===== src/rtl/fetch_pkg.sv =====
// Shared definitions for the instruction fetch stage: opcode constants,
// instruction field positions and the fetch FSM state type.
package fetch_pkg;

  localparam logic [3:0] OP_JMP = 4'b1000;
  localparam logic [3:0] OP_BR  = 4'b1100;

  // Field positions inside a 16-bit instruction word.
  localparam int OPC_MSB = 15;
  localparam int OPC_LSB = 12;
  localparam int TGT_MSB = 11;
  localparam int TGT_LSB = 8;

  // Width of the slice of the instruction that fetch needs to look at.
  localparam int HI_W = OPC_MSB - TGT_LSB + 1;

  typedef enum logic {
    FETCH   = 1'b0,
    WAIT_BR = 1'b1
  } fetch_state_e;

endpackage


===== src/rtl/fetch_predecode.sv =====
// Combinational predecode for fetch: classifies the instruction coming back
// from ROM and supplies the two candidate next-PC values.
// Only the opcode and target fields are inspected, so only that upper slice
// of the instruction word is brought in.
module fetch_predecode
  import fetch_pkg::*;
(
  input  logic [HI_W-1:0] rom_hi,
  input  logic [3:0]      pc,
  output logic            is_jmp,
  output logic            is_br,
  output logic [3:0]      target,
  output logic [3:0]      pc_inc
);

  logic [3:0] opcode;

  // Slice the fields relative to the bottom of the upper slice.
  assign opcode = rom_hi[OPC_MSB-TGT_LSB:OPC_LSB-TGT_LSB];
  assign target = rom_hi[TGT_MSB-TGT_LSB:0];
  assign is_jmp = (opcode == OP_JMP);
  assign is_br  = (opcode == OP_BR);
  // 4-bit add wraps 15 back to 0 naturally.
  assign pc_inc = pc + 4'd1;

endmodule


===== src/rtl/fetch_unit.sv =====
// Instruction fetch stage: owns the PC, drives the ROM address, and holds a
// one-entry instruction register handed to decode over valid/ready.
// jmp and br are resolved here; br waits for execute to go idle so the zero
// flag is architectural before choosing the next PC.
// Optional feature macro: FETCH_JMP_FOLD_EN (fold jmp out of the decode stream).
//
// Handshake: decode owns ir_ready; an entry transfers on any rising edge where
// ir_valid && ir_ready. While ir_valid=1 and ir_ready=0, ir_data/ir_pc hold.
// A new entry may be loaded on the same edge the old one transfers.
module fetch_unit
  import fetch_pkg::*;
#(
  parameter logic [3:0] RESET_PC = 4'd0
) (
  input  logic        clk,
  input  logic        rst_n,
  output logic [3:0]  rom_addr,
  input  logic [15:0] rom_data,
  output logic [15:0] ir_data,
  output logic [3:0]  ir_pc,
  output logic        ir_valid,
  input  logic        ir_ready,
  input  logic        exec_idle,
  input  logic        zero_flag,
  output logic        br_wait
);

  fetch_state_e state;
  logic [3:0]   pc;
  logic         slot_free;
  logic         is_jmp;
  logic         is_br;
  logic [3:0]   target;
  logic [3:0]   pc_inc;

  fetch_predecode u_predecode (
    .rom_hi (rom_data[OPC_MSB:TGT_LSB]),
    .pc     (pc),
    .is_jmp (is_jmp),
    .is_br  (is_br),
    .target (target),
    .pc_inc (pc_inc)
  );

  assign rom_addr  = pc;
  assign slot_free = !ir_valid || ir_ready;
  // Directly decoded from the state register, so glitch-free.
  assign br_wait   = (state == WAIT_BR);

  // Fetch FSM, PC and instruction register.
  always_ff @(posedge clk) begin
    if (!rst_n) begin
      state    <= FETCH;
      pc       <= RESET_PC;
      ir_data  <= 16'h0000;
      ir_pc    <= 4'h0;
      ir_valid <= 1'b0;
    end else begin
      case (state)
        FETCH: begin
          if (slot_free) begin
            if (is_br) begin
              // Park on the br; its target is re-read from ROM on resolution.
              state    <= WAIT_BR;
              ir_valid <= 1'b0;
            end else if (is_jmp) begin
              pc <= target;
`ifdef FETCH_JMP_FOLD_EN
              ir_valid <= 1'b0;
`else
              ir_data  <= rom_data;
              ir_pc    <= pc;
              ir_valid <= 1'b1;
`endif
            end else begin
              ir_data  <= rom_data;
              ir_pc    <= pc;
              ir_valid <= 1'b1;
              pc       <= pc_inc;
            end
          end
        end
        WAIT_BR: begin
          if (ir_valid && ir_ready) begin
            ir_valid <= 1'b0;
          end
          if (!ir_valid && exec_idle) begin
            pc    <= zero_flag ? target : pc_inc;
            state <= FETCH;
          end
        end
        default: state <= FETCH;
      endcase
    end
  end

endmodule


===== config.mk =====
export PLATFORM = sky130hd
export DESIGN_NAME = fetch_unit
export DESIGN_NICKNAME = d
export VERILOG_FILES = /design/src/rtl/fetch_pkg.sv /design/src/rtl/fetch_predecode.sv /design/src/rtl/fetch_unit.sv
export SDC_FILE = /design/constraint.sdc
export NUM_CORES = 1
export LEC_CHECK = 0
export BUFFER_PORTS_ARGS = -buffer_cell sky130_fd_sc_hd__buf_2
export CELL_PAD_IN_SITES_DETAIL_PLACEMENT = 0
export CELL_PAD_IN_SITES_GLOBAL_PLACEMENT = 2
export CORE_MARGIN = 5
export CORE_UTILIZATION = 28
export CTS_BUF_LIST = sky130_fd_sc_hd__clkbuf_8
export CTS_CLUSTER_DIAMETER = 40
export CTS_CLUSTER_SIZE = 16
export DETAILED_ROUTE_END_ITERATION = 6
export HOLD_SLACK_MARGIN = 0.05
export PLACE_DENSITY_LB_ADDON = 0.1
export RECOVER_POWER = 25
export SLEW_MARGIN = 15
export SYNTH_ARGS = -nofsm -noshare
export SYNTH_HDL_FRONTEND = slang
export SYNTH_SLANG_ARGS = --single-unit

===== constraint.sdc =====
create_clock -name clk -period 3.81 [get_ports clk]
set_clock_uncertainty 0.05 [all_clocks]
set_input_delay 0.762 -clock clk [delete_from_list [all_inputs] [get_ports clk]]
set_output_delay 0.762 -clock clk [all_outputs]
set_load 0.02 [all_outputs]

==> out/metrics.yaml, run 1 <==
outcome: "finished with violations"
violations: "capacitance limit, slew limit"
rsz0062_at_grt: "no"
power.total_uw: 577
power_leakage_nw: 0.557
io_pins: 47
grt_max_degree: 49
num_vias: 1058
path_clk_slew_ns: 0.09
hold_violations: 0
cts_made_buffers: 3
period_minus_slack_ns: 2.47
row_count: 22
fill_cells: 440
ys_seq_elements: 26
antenna_found_initial: 0
yosys-top-cells-count: "dfxtp_1, nand2_1, nand3_1, o21ai_0, clkbuf_1"
fin_ws_ns: 1.34
cp_max_fo: 48
synth_most_common_cell: "dfxtp_1"
grt_pass1_vias: 985
finalSetupTns_ns: 0
pre_cts_slack_ns: 1.55
area_growth_pct: 25.9
die-area_um2: 5300
grt_usage_pct: 10.9
cts_root_buf: "clkbuf_8"
ant_nets: 0
post_cts_resized: 0
dp_cells: 219
initial_core_util_pct: 29.5
criticalPathCategory: "in2reg"
relSlewSlack_pct: -27.6
synth_edf_count: 0
io_buffer_count: 46
gr-total-overflow: 0
cp_data_required_time_ns: 3.95
grt_first_pass_wirelength_um: 4640
die_w_um: 72.8
fin_hold_ws_ns: 0.398
clk_latency_ns: 0.27
hold_class: "reg2reg"
ctsHoldBuffers: 0
synth_top_area_share_pct: 47.1
synth.avg_cell_area_um2: 8.24
cellPowerDensity_nw_per_um2: 415
cts-htree-levels: 1
postLayoutCellArea_um2: 1390
n_antenna_cell: 0
synth_nets: 156
post_cts_buffers: 0
synth_warnings: 0
synth_cells: 134
cap_violations: 1
finalNetCount: 198
drt_first_iter_violations: 102
synthDistinctLibCells: 26
ir_drop_v: 0.000233
wl_per_cell_um: 12.9
dpl.hpwl_um: 2010
finalCritPeriodShare_pct: 64.8
synthTopCellsByArea: "dfxtp_1, nand3_1, nand2_1"
slew_viol_final: 49
cts_tree: "built"
routed_via_density: 4.77
syn_area_um2: 1100
cts_max_path_buffers: 2
finalSetupViolCount: 0
layout-drive-gt1-share_pct: 24.1
placed_cell_area_um2: 1370
synth_async_sr_flop_share_pct: 0
wirelength_um: 2870
drc_errors: 0
coreArea_um2: 3740
maxClockFrequency_ghz: 0.405
first_pass_iters: 4
stdcell_count: 222
synth-main-ff-cell: "dfxtp_1"
end_kind: "register"
yosys.area.top_type: "dfxtp_1"
arrival_ns: 2.60
ys_seq_area_share_pct: 47.1
cts_num_sinks: 26
die_h_um: 72.8
finish.utilization_pct: 37.2
cp-start-kind: "primary input"
place.gp.congestion: 0.724
worst_slew_pin_slew_ns: 1.91
kinds of logic (layout without fill, tap and decap cells):
group / count (synthesis) / after routing / share of synthesized area, %
adders and majority gates: 1 / 1 / 1.13
muxes: 3 / 3 / 2.72
and+or+nand+nor: 62 / 62 / 28.0
AOI/OAI and AO/OA: 31 / 31 / 17.0
buffers and inverters: 11 / 51 / 4.08
DFF: 26 / 26 / 47.1
worst max-delay path, stage by stage:
cell	delay [ns]
clkbuf_1	1.35
nand2_1	0.20
o221ai_1	0.29
area by class of cell:
type | instances | area (µm²) | share of cell area (%)
Inverter | 1 | 3.75 | 0.270
Timing Repair Buffer | 47 | 221 | 15.9
Sequential cell | 26 | 520 | 37.4
Clock buffer | 3 | 41.3 | 2.97
Multi-Input combinational cell | 97 | 544 | 39.1
Tap cell | 48 | 60.1 | 4.32
where the power goes:
part           switching, mW  internal [mW]
Combinational         0.0752         0.0410
Clock                 0.0806         0.0708
Sequential            0.0158          0.293
Total                  0.172          0.405
state kept, by name, indices dropped and copies added, names as in the netlist:
signal / count
ir_data: 16
ir_pc: 4
rom_addr: 4
br_wait: 1
ir_valid: 1
worst paths after layout:
path	from	end	slack [ns]	cells past startpoint
setup / recovery	rst_n	rom_addr[3]	1.34	3
hold / removal	ir_data[15]	ir_data[15]	0.40	2
setup reg to reg	br_wait	rom_addr[0]	2.18	3
hold reg to reg	ir_data[15]	ir_data[15]	0.40	2
placed cells by master (no fill, tap or decap):
| master | n |
|---|---|
| buf_2 | 33 |
| dfxtp_1 | 26 |
| nand2_1 | 25 |
| nand3_1 | 25 |
| o21ai_0 | 18 |
| clkbuf_1 | 13 |
| o21ai_1 | 4 |
| nor2_1 | 3 |
| mux2i_1 | 3 |
| clkbuf_8 | 3 |
| nand2b_1 | 2 |
| a21oi_1 | 2 |
| o221ai_1 | 2 |
| and4bb_2 | 1 |
| or4b_4 | 1 |
| o21ai_4 | 1 |
| nand4bb_1 | 1 |
| o2111a_1 | 1 |
| o2111ai_1 | 1 |
| nor3b_2 | 1 |
| nor2b_1 | 1 |
| nand3b_1 | 1 |
| or3_2 | 1 |
| inv_1 | 1 |
| a31oi_1 | 1 |
| o21a_1 | 1 |
| ha_1 | 1 |
| buf_4 | 1 |
routing by layer:
layer  share of wire [%]  vias up  GRT usage, %
met5                   0        -             0
met4                0.56        0          2.46
met3                 6.2        2          3.99
met2                  43       31          16.0
met1                  50      475          15.2
li1                    -      550             -
(Power assumes the default switching activity.)
==> run 2, diff against run 1 <==
--- a/config.mk
+++ b/config.mk
@@ -9,7 +9,7 @@
 export CELL_PAD_IN_SITES_DETAIL_PLACEMENT = 0
 export CELL_PAD_IN_SITES_GLOBAL_PLACEMENT = 2
 export CORE_MARGIN = 5
-export CORE_UTILIZATION = 28
+export CORE_UTILIZATION = 24
 export CTS_BUF_LIST = sky130_fd_sc_hd__clkbuf_8
 export CTS_CLUSTER_DIAMETER = 40
 export CTS_CLUSTER_SIZE = 16
==> constraint.sdc (replaced) <==
create_clock -name clk -period 2.01 [get_ports clk]
set_clock_uncertainty 0.05 [all_clocks]
set_input_delay 0.402 -clock clk [delete_from_list [all_inputs] [get_ports clk]]
set_output_delay 0.402 -clock clk [all_outputs]
set_load 0.02 [all_outputs]
==> run 2 against run 1 <==
Worst hold slack got worse by 0.099 ns. Clock power increased by 90%. Highest routed layer unchanged. The flow now finishes without violations. Register-to-register slack got worse by 1.8 ns. First-iteration DRC count decreased by 59%. Routed wire length increased by 2.2%. Via count increased by 1.5%. Non-clock buffer count increased by 2. Sequential power increased by 90%. Worst setup slack got worse by 0.94 ns. Global-route usage decreased by 1.3 points.
==> out/metrics.yaml, run 2 (same netlist as run 1, synthesis figures left out) <==
criticalPathCategory: "reg2reg"
finalNetCount: 200
hold_class: "in2reg"
finalCritPeriodShare_pct: 80.0
fin_hold_ws_ns: 0.300
post_cts_buffers: 0
end_kind: "register"
cts_root_buf: "clkbuf_8"
path_clk_slew_ns: 0.08
stdcell_count: 228
path_cells: "o2111ai_1, or3_2, a31oi_1"
first_pass_iters: 4
dp_cells: 225
ant_nets: 0
slowest_delay_ns: 0.59
io_buffer_count: 46
initial_core_util_pct: 25.0
grt_first_pass_wirelength_um: 4840
cp_slowest_cell: "dfxtp_1"
row_count: 24
cp-start-kind: "register"
cts_max_path_buffers: 2
slew_viol_final: 0
cts_made_buffers: 3
worst_slew_pin_slew_ns: 0.434
finalSetupTns_ns: 0
period_minus_slack_ns: 1.61
area_growth_pct: 29.1
power_leakage_nw: 0.579
die-area_um2: 6060
coreArea_um2: 4410
routed_via_density: 4.71
drt_first_iter_violations: 42
wirelength_um: 2930
r2r_slack_ns: 0.40
regMostFlops: "ir_data"
dpl.hpwl_um: 2160
cts_num_sinks: 26
wl_per_cell_um: 12.9
relSlewSlack_pct: 71.0
gr-total-overflow: 0
antenna_found_initial: 0
final_common_cell: "buf_2"
grt_max_degree: 49
die_w_um: 77.9
hold_depth: 3
drc_errors: 0
maxClockFrequency_ghz: 0.622
clk_latency_ns: 0.26
cap_violations: 0
layout-drive-gt1-share_pct: 26.1
n_antenna_cell: 0
grt_usage_pct: 9.62
outcome: "finished, final reports clean"
power.total_mw: 1.10
grt_pass1_vias: 1094
cts-htree-levels: 1
largest_reg_flops: 16
num_vias: 1074
layout_common_cells: "buf_2, dfxtp_1, nand2_1, nand3_1, o21ai_0"
cp_data_required_time_ns: 2.16
post_cts_resized: 0
rsz0062_at_grt: "no"
place.gp.congestion: 0.704
r2r_cells: 3
cts_tree: "built"
ir_drop_v: 0.000274
ctsHoldBuffers: 0
die_h_um: 77.9
hold_violations: 0
cellPowerDensity_nw_per_um2: 772
cp_max_fo: 11
finalSetupViolCount: 0
io_pins: 47
arrival_ns: 1.76
finish.utilization_pct: 32.3
## run 2: cell count changes in the layout (fill, tap and decap cells not counted), sizes merged
cell | before | now
buf | 34 | 38
clkbuf | 16 | 14
## run 2: stage by stage
| step | area [µm²] | setup slack (ns) |
|---|---|---|
| floorplan | 1100 | 0.358 |
| global placement | 1400 | 0.181 |
| detailed placement | 1400 | 0.158 |
| CTS | 1440 | 0.397 |
| global route | 1430 | 0.286 |
| finish | 1430 | 0.402 |
## run 2: worst paths after layout
check,endpoint,from
setup / recovery,rom_addr[0],br_wait
hold / removal,ir_data[0],rom_data[0]
setup reg to reg,rom_addr[0],br_wait
hold reg to reg,ir_data[14],ir_data[14]
## run 2: power breakdown
part / internal [mW] / switching (mW)
clock: 0.134 / 0.153
combinational: 0.0841 / 0.144
sequential: 0.556 / 0.0302
## run 2: cell type report
| class | count | area (µm²) |
|---|---|---|
| fill | 498 | 2990 |
| multi-input combinational | 97 | 544 |
| sequential | 26 | 520 |
| timing repair buffer | 49 | 251 |
| tap | 52 | 65.1 |
| clock buffer | 3 | 41.3 |
| inverter | 1 | 3.75 |
## run 2: critical path: cells and delay by family, from the launching register on
kind	cells	cell delay [ns]
compound gates	2	0.44
flops	1	0.59
simple gates	1	0.46
## run 2: routing by layer
metal,GRT usage (%),routed length (µm),vias up
li1,-,-,554
met1,11.8,1350,492
met2,15.5,1370,26
met3,3.24,192,2
met4,3.61,15,0
met5,0,0,-
==> run 3, diff against run 2 <==
--- a/config.mk
+++ b/config.mk
@@ -9,7 +9,7 @@
 export CELL_PAD_IN_SITES_DETAIL_PLACEMENT = 0
 export CELL_PAD_IN_SITES_GLOBAL_PLACEMENT = 2
 export CORE_MARGIN = 5
-export CORE_UTILIZATION = 24
+export CORE_UTILIZATION = 26
 export CTS_BUF_LIST = sky130_fd_sc_hd__clkbuf_8
 export CTS_CLUSTER_DIAMETER = 40
 export CTS_CLUSTER_SIZE = 16
==> constraint.sdc (replaced) <==
create_clock -name clk -period 1.5 [get_ports clk]
set_clock_uncertainty 0.05 [all_clocks]
set_input_delay 0.3 -clock clk [delete_from_list [all_inputs] [get_ports clk]]
set_output_delay 0.3 -clock clk [all_outputs]
set_load 0.02 [all_outputs]
==> run 3 against run 2 <==
Non-clock buffer count rose by 8. Clock power rose by 100%. Final cell count rose by 3.1%. Total power rose by 54%. Global-route usage rose by 1.0 points. Worst hold slack got worse by 0.11 ns. Sequential cell count did not move. Critical path type is now in2reg. Highest routed layer unchanged.
==> out/metrics.yaml, run 3 (same netlist as run 1, synthesis figures left out) <==
layout_common_cells: "buf_2, nand2_1, nand3_1, dfxtp_1, o21ai_0"
drc_errors: 0
path_cells: "buf_2, or4b_4, o21ai_4, buf_4, mux2i_1, a21oi_1"
regMostFlops: "ir_data"
place.gp.congestion: 0.756
routed_via_density: 4.78
die_h_um: 75.2
hold_class: "in2reg"
ir_drop_v: 0.000570
finalNetCount: 208
path_clk_slew_ns: 0.09
largest_reg_flops: 16
gr-total-overflow: 0
rsz0062_at_grt: "yes"
initial_core_util_pct: 27.2
row_count: 23
grt_usage_pct: 10.7
die-area_um2: 5650
io_pins: 47
slowest_delay_ns: 0.54
area_growth_pct: 38.4
cts-htree-levels: 1
cts_root_buf: "clkbuf_8"
period_minus_slack_ns: 1.48
finalSetupViolCount: 0
first_pass_iters: 4
grt_max_degree: 41
cellPowerDensity_nw_per_um2: 1110
relSlewSlack_pct: 78.7
criticalPathCategory: "in2reg"
cp_data_required_time_ns: 1.61
cp_max_fo: 6
arrival_ns: 1.59
cts_made_buffers: 3
grt_first_pass_wirelength_um: 4670
die_w_um: 75.2
coreArea_um2: 4060
end_kind: "register"
power.total_mw: 1.69
antenna_found_initial: 0
cap_violations: 0
power_leakage_nw: 0.645
cts_max_path_buffers: 2
grt_pass1_vias: 960
final_common_cell: "buf_2"
worst_slew_pin_slew_ns: 0.320
slew_viol_final: 0
clk_latency_ns: 0.27
cts_num_sinks: 26
placed_cell_area_um2: 1450
dpl.hpwl_um: 2190
finalCritPeriodShare_pct: 98.4
hold_violations: 0
ctsHoldBuffers: 0
num_vias: 1123
postLayoutCellArea_um2: 1530
io_buffer_count: 46
drt_first_iter_violations: 82
cp-start-kind: "primary input"
wl_per_cell_um: 12.6
layout-drive-gt1-share_pct: 30.3
outcome: "finished, final reports clean"
wirelength_um: 2970
ant_nets: 0
maxClockFrequency_ghz: 0.678
n_antenna_cell: 0
cp_slowest_cell: "or4b_4"
cts_tree: "built"
-- run 3: layout make-up --
cell class / count / area [µm²]
inverter: 1 / 3.75
multi-input combinational: 97 / 544
timing repair buffer: 57 / 325
clock inverter: 1 / 30.0
fill: 436 / 2530
sequential: 26 / 522
tap: 50 / 62.6
clock buffer: 3 / 41.3
-- run 3: worst paths after layout --
check        cells past startpoint         start           to  slack (ns)
max                              6  rom_data[12]  rom_addr[1]        0.02
min                              3   rom_data[5]   ir_data[5]        0.19
max reg2reg                      4      ir_valid  rom_addr[0]        0.16
min reg2reg                      2   ir_data[15]  ir_data[15]        0.40
-- run 3: what timing repair did --
action | 4_1_cts | 5_1_grt
buffers inserted | 0 | 2
gates resized for setup | 0 | 1
setup endpoints to repair | 0 | 19
-- run 3: critical path, delay by kind of cell --
| family | cells | cell delay (ns) |
|---|---|---|
| and+or+nand+nor | 1 | 0.54 |
| muxes | 1 | 0.16 |
| AOI/OAI and AO/OA | 2 | 0.32 |
| buffers and inverters | 2 | 0.27 |
-- run 3: through the flow --
step	setup TNS, ns	worst slack [ns]	hold slack, ns	util (%)	std cells
floorplan	-0.127	-0.0505	0.380	-	134
global placement	-1.29	-0.214	0.385	35.8	229
detailed placement	-2.15	-0.242	0.388	35.8	229
CTS	0	0.0447	0.184	37.6	233
global route	-0.00566	-0.00566	0.203	37.7	235
finish	0	0.0247	0.193	37.7	235
-- run 3: routing by layer --
metal	vias to the layer above	track usage (%)	share of wire, %
li1	572	-	-
met1	516	14.3	45
met2	33	16.6	46
met3	2	4.14	8.6
met4	0	1.75	0.57
met5	-	0	0
-- run 3: where the power goes --
| group | total (mW) | internal (mW) | switching [mW] |
|---|---|---|---|
| Combinational | 0.327 | 0.131 | 0.196 |
| Clock | 0.578 | 0.357 | 0.221 |
| Sequential | 0.787 | 0.746 | 0.0412 |
